### src/rtl/serial_onehot_scatter_signed_16_outputs.sv
// Expands one (index, value) pair into a one-hot vector of NUM_CHUNKS*16 signed
// lanes, streamed as 16-lane chunks with valid/ready backpressure.
module serial_onehot_scatter_signed_16_outputs #(
    parameter int WIDTH        = 8,
    parameter int ARGMAX_WIDTH = 8,
    parameter int NUM_CHUNKS   = 16
) (
    input  logic                    clk,
    input  logic                    rst,
    input  logic                    in_valid,
    output logic                    in_ready,
    input  logic [ARGMAX_WIDTH-1:0] in_argmax,
    input  logic signed [WIDTH-1:0] in_value,
    output logic signed [WIDTH-1:0] out [16],
    output logic                    out_valid,
    input  logic                    out_ready,
    output logic [ARGMAX_WIDTH-5:0] out_chunk,
    output logic                    out_last,
    output logic                    error
);

    localparam int          CW        = ARGMAX_WIDTH - 4;
    localparam int unsigned NUM_ELEMS = NUM_CHUNKS * 16;

    typedef enum logic {
        IDLE,
        STREAM
    } state_t;

    state_t                  state, state_next;
    logic [CW-1:0]           chunk_cnt, chunk_cnt_next;
    logic [ARGMAX_WIDTH-1:0] idx_q;
    logic signed [WIDTH-1:0] value_q;
    logic                    accept;
    logic                    in_range;
    logic                    is_last;
    logic                    error_next;

    assign accept   = in_valid && in_ready;
    assign in_range = 32'(in_argmax) < NUM_ELEMS;
    assign is_last  = chunk_cnt == CW'(NUM_CHUNKS - 1);

    // NOTE: every output of this process gets a default first, so no path
    // through the case statement can leave a value unassigned and infer a latch.
    always_comb begin
        state_next     = state;
        chunk_cnt_next = chunk_cnt;
        error_next     = 1'b0;
        case (state)
            IDLE: begin
                if (accept) begin
                    if (in_range) begin
                        state_next     = STREAM;
                        chunk_cnt_next = '0;
                    end else begin
                        error_next = 1'b1;
                    end
                end
            end
            STREAM: begin
                if (out_ready) begin
                    if (is_last) state_next = IDLE;
                    else         chunk_cnt_next = chunk_cnt + 1'b1;
                end
            end
            default: state_next = IDLE;
        endcase
    end

    // NOTE: registers use non-blocking assignments so every flop samples the
    // pre-edge values, independent of statement order.
    always_ff @(posedge clk or negedge rst) begin
        if (!rst) begin
            state     <= IDLE;
            chunk_cnt <= '0;
            idx_q     <= '0;
            value_q   <= '0;
            error     <= 1'b0;
        end else begin
            state     <= state_next;
            chunk_cnt <= chunk_cnt_next;
            error     <= error_next;
            if (accept && in_range) begin
                idx_q   <= in_argmax;
                value_q <= in_value;
            end
        end
    end

    assign in_ready  = state == IDLE;
    assign out_valid = state == STREAM;
    assign out_last  = out_valid && is_last;
    // chunk_cnt is left at its last value after a vector, so gate it in IDLE.
    assign out_chunk = out_valid ? chunk_cnt : '0;

    always_comb begin
        for (int k = 0; k < 16; k++) begin
            out[k] = '0;
            if (out_valid && chunk_cnt == idx_q[ARGMAX_WIDTH-1:4] && idx_q[3:0] == 4'(k))
                out[k] = value_q;
        end
    end

endmodule

### config.mk
export PLATFORM = sky130hd
export DESIGN_NAME = serial_onehot_scatter_signed_16_outputs
export DESIGN_NICKNAME = d
export VERILOG_FILES = /design/src/rtl/serial_onehot_scatter_signed_16_outputs.sv
export SDC_FILE = /design/constraint.sdc
export NUM_CORES = 1
export LEC_CHECK = 0
export CAP_MARGIN = 10
export CORE_AREA = 2 2 76 78
export CTS_CLUSTER_SIZE = 24
export DETAILED_ROUTE_END_ITERATION = 10
export DIE_AREA = 0 0 78 80
export PLACE_DENSITY = 0.86
export SKIP_LAST_GASP = 1
export SLEW_MARGIN = 20
export SYNTH_ARGS = -nofsm -noshare
export SYNTH_HDL_FRONTEND = slang
export SYNTH_SLANG_ARGS = --single-unit
export TNS_END_PERCENT = 20
### constraint.sdc
create_clock -name clk -period 3 [get_ports clk]
set_input_delay 0.9 -clock clk [delete_from_list [all_inputs] [get_ports clk]]
set_output_delay 0.9 -clock clk [all_outputs]
set_load 0.02 [all_outputs]
==> flow_metrics.py <==
metrics = {
    "detailed_routing": {
        "initialDrtViolationCount": 113,
        "drc": 0,
        "via_per_inst": 5.54,
        "antenna_left": 0,
        "vias": 2603,
        "drt_first_pass_iters": 4,
        "drt-wirelength-per-cell_um": 18.7,
        "drt_wl_total_um": 8780,
    },
    "global_route": {
        "grt-ovfl-total": 0,
        "antenna_found_initial": 0,
        "grt_use_total_pct": 26.8,
        "grt_pass1_wl_um": 13200,
        "grt_max_degree": 65,
        "grt_pass1_vias": 2450,
    },
    "timing": {
        "rsz0062_at_grt": "true",
        "hold_viol_final": 0,
        "min_period_over_period_pct": 105,
        "setup_ws_ns": -0.136,
        "finalSetupViolations": 84,
        "layout_min_cycle_time_ns": 3.14,
        "fmax_mhz": 319,
        "maxSlewViolCount": 0,
        "clock_skew_ns": 0.00183,
    },
    "power_and_ir_drop": {
        "power_leakage_uw": 0.00166,
        "vdd_ir_drop_max_v": 0.000540,
        "p_per_area_mw_per_mm2": 750,
    },
    "setup_path": {
        "worst-path-max-fanout": 8,
        "worstSetupPathType": "register to output pin",
        "critical_path_required_ns": 2.10,
        "slowest_stage": "clkdlybuf4s50_1",
        "path_delay_family": "simple AND/OR/NAND/NOR gates",
        "setup.worst_path.start_class": "register",
        "startpoint": "out_valid",
        "max_stage_delay_ns": 0.65,
        "crit_chain": "and2_1, nand2_1, nor3_1, clkdlybuf4s50_1",
        "path_buf_inv": 1,
        "r2r_start": "chunk_cnt[1]",
        "crit_arrival_ns": 2.24,
        "crit_path_end_kind": "output pin",
    },
    "yosys": {
        "syn_avg_cell_area_sq_um": 7.43,
        "seq_area_frac_synth_pct": 27.7,
        "synthCells": 255,
        "synth_top_area_share_pct": 34.3,
        "async_reset_ff_share_pct": 100,
        "synth-edff-count": 0,
        "synth_seq_cells": 21,
        "ys.flop_type": "dfrtp_1",
        "yosys.cell_count.top_type": "nor3_1",
        "yosysWarnings": 0,
        "syn_area_sq_mm": 0.00189,
        "synth.net_count": 276,
        "yosysTopAreaCell": "nor3_1",
        "synth.top_cells.by_count": "130 x nor3_1, 22 x buf_2, 21 x dfrtp_1",
        "synth_area_leaders": "nor3_1 34%, dfrtp_1 28%, mux2_2 11%",
        "ys_types": 28,
    },
    "floorplanning": {
        "ios": 156,
        "rows": 27,
        "die_w_um": 78,
        "core_area_sq_mm": 0.00541,
        "start_util_pct": 35.0,
        "die-area_sq_mm": 0.00624,
        "die_h_um": 80,
    },
    "min_path": {
        "hp-class": "register to register",
        "hp-start": "idx_q[4]",
    },
    "placed_design": {
        "gp_routability_congestion": 0.948,
        "dpl-instance-area_sq_mm": 0.00351,
        "dp_hpwl_um": 6210,
        "io_buffers": 154,
        "dp_cells": 466,
    },
    "run": {
        "drv_cap": 0,
    },
    "status": {
        "outcome": "finished with violations",
        "violations": "setup timing",
    },
    "clock_tree": {
        "clkLatencyLatePin_ns": 0.26,
        "ctsHoldBuffers": 0,
        "cts_sinks": 21,
        "cts_root_buffer": "clkbuf_8",
        "clkTransAtPathRegs_ns": 0.07,
        "cts_tree": "done",
        "htreeDepth": 1,
        "cts_buffer_depth": 2,
        "cts_inserted_buffers": 3,
    },
    "finish": {
        "fillCellCount": 450,
        "final_net_count": 420,
        "stdcell_area_sq_mm": 0.00359,
        "diodes": 0,
        "multiInputGateArea_sq_mm": 0.00117,
        "fin_cells": 470,
        "area.sequential_sq_um": 526,
        "syn_to_final_growth_pct": 89.7,
        "drive_gt1_share_pct": 11.3,
    },
}
[sequential cells by signal (all words and copies together), names as in the netlist]
register	flops
out_valid	1
idx_q	8
value_q	8
chunk_cnt	4
[cell usage in the layout (no fill, tap or decap), drive strengths merged, types with 2 or more instances in the layout]
master,n
clkbuf,4
xnor2,4
mux2,18
buf,19
nor2b,4
dlymetal6s2s,22
dlygate4sd2,21
nand2,17
nand4b,2
inv,2
dfrtp,21
nand4,3
clkdlybuf4s50,111
nand3,3
nor3,130
and2,6
a21oi,2
[metrics by stage]
stage	hold slack [ns]	total power [uW]	utilization, %	setup TNS, ns	setup slack [ns]
6_report	0.541	2700	66.5	-6.04	-0.136
5_1_grt	0.566	2870	66.5	-17.41	-0.259
4_1_cts	0.542	2670	65.4	-6.46	-0.127
3_5_place_dp	0.527	2460	64.9	0	0.0321
3_3_place_gp	0.510	2410	64.9	0	0.0504
2_1_floorplan	0.496	1840	-	0	0.520
[final cells by class]
| cell class | instances | area share [%] |
|---|---|---|
| timing repair buffer | 173 | 48.7 |
| multi-input combinational | 198 | 32.7 |
| sequential | 21 | 14.6 |
| tap | 72 | 2.51 |
| clock buffer | 4 | 1.25 |
| inverter | 2 | 0.209 |
[power breakdown]
group	internal (uW)	switching, uW
logic	656	1290
clock network	94.8	91.4
registers	427	136
total	1180	1520
[layer usage]
| layer | vias to the layer above | wire [um] | GRT usage [%] |
|---|---|---|---|
| li1 | 1205 | - | - |
| met4 | 0 | 205 | 9.82 |
| met2 | 151 | 4330 | 47.3 |
| met1 | 1231 | 3440 | 31.6 |
| met5 | - | 0 | 0 |
| met3 | 16 | 805 | 6.45 |
[cells by family after synthesis]
family / after synthesis / share of synthesized area, %
fa+ha+maj: 1 / 0.660
simple gates: 169 / 45.5
buf+inv: 36 / 10.8
flops: 21 / 27.7
compound gates: 5 / 1.78
other cells: 1 / 0.198
mux: 18 / 10.7
xor+xnor: 4 / 2.64
[path summary, 6_finish.rpt]
path,slack (ns),depth (start not counted),endpoint
min,0.54,1,idx_q[4]
max,-0.14,4,out[117]
max reg2reg,1.34,5,chunk_cnt[1]
min in group asynchronous,0.97,2,idx_q[1]
min reg2reg,0.54,1,idx_q[4]
max in group asynchronous,1.82,2,idx_q[5]
[timing repair]
action,4_1_cts,5_1_grt
setup endpoints to repair,128,114
setup buffers,0,0
resized for setup,22,23
(Power assumes the default switching activity.)
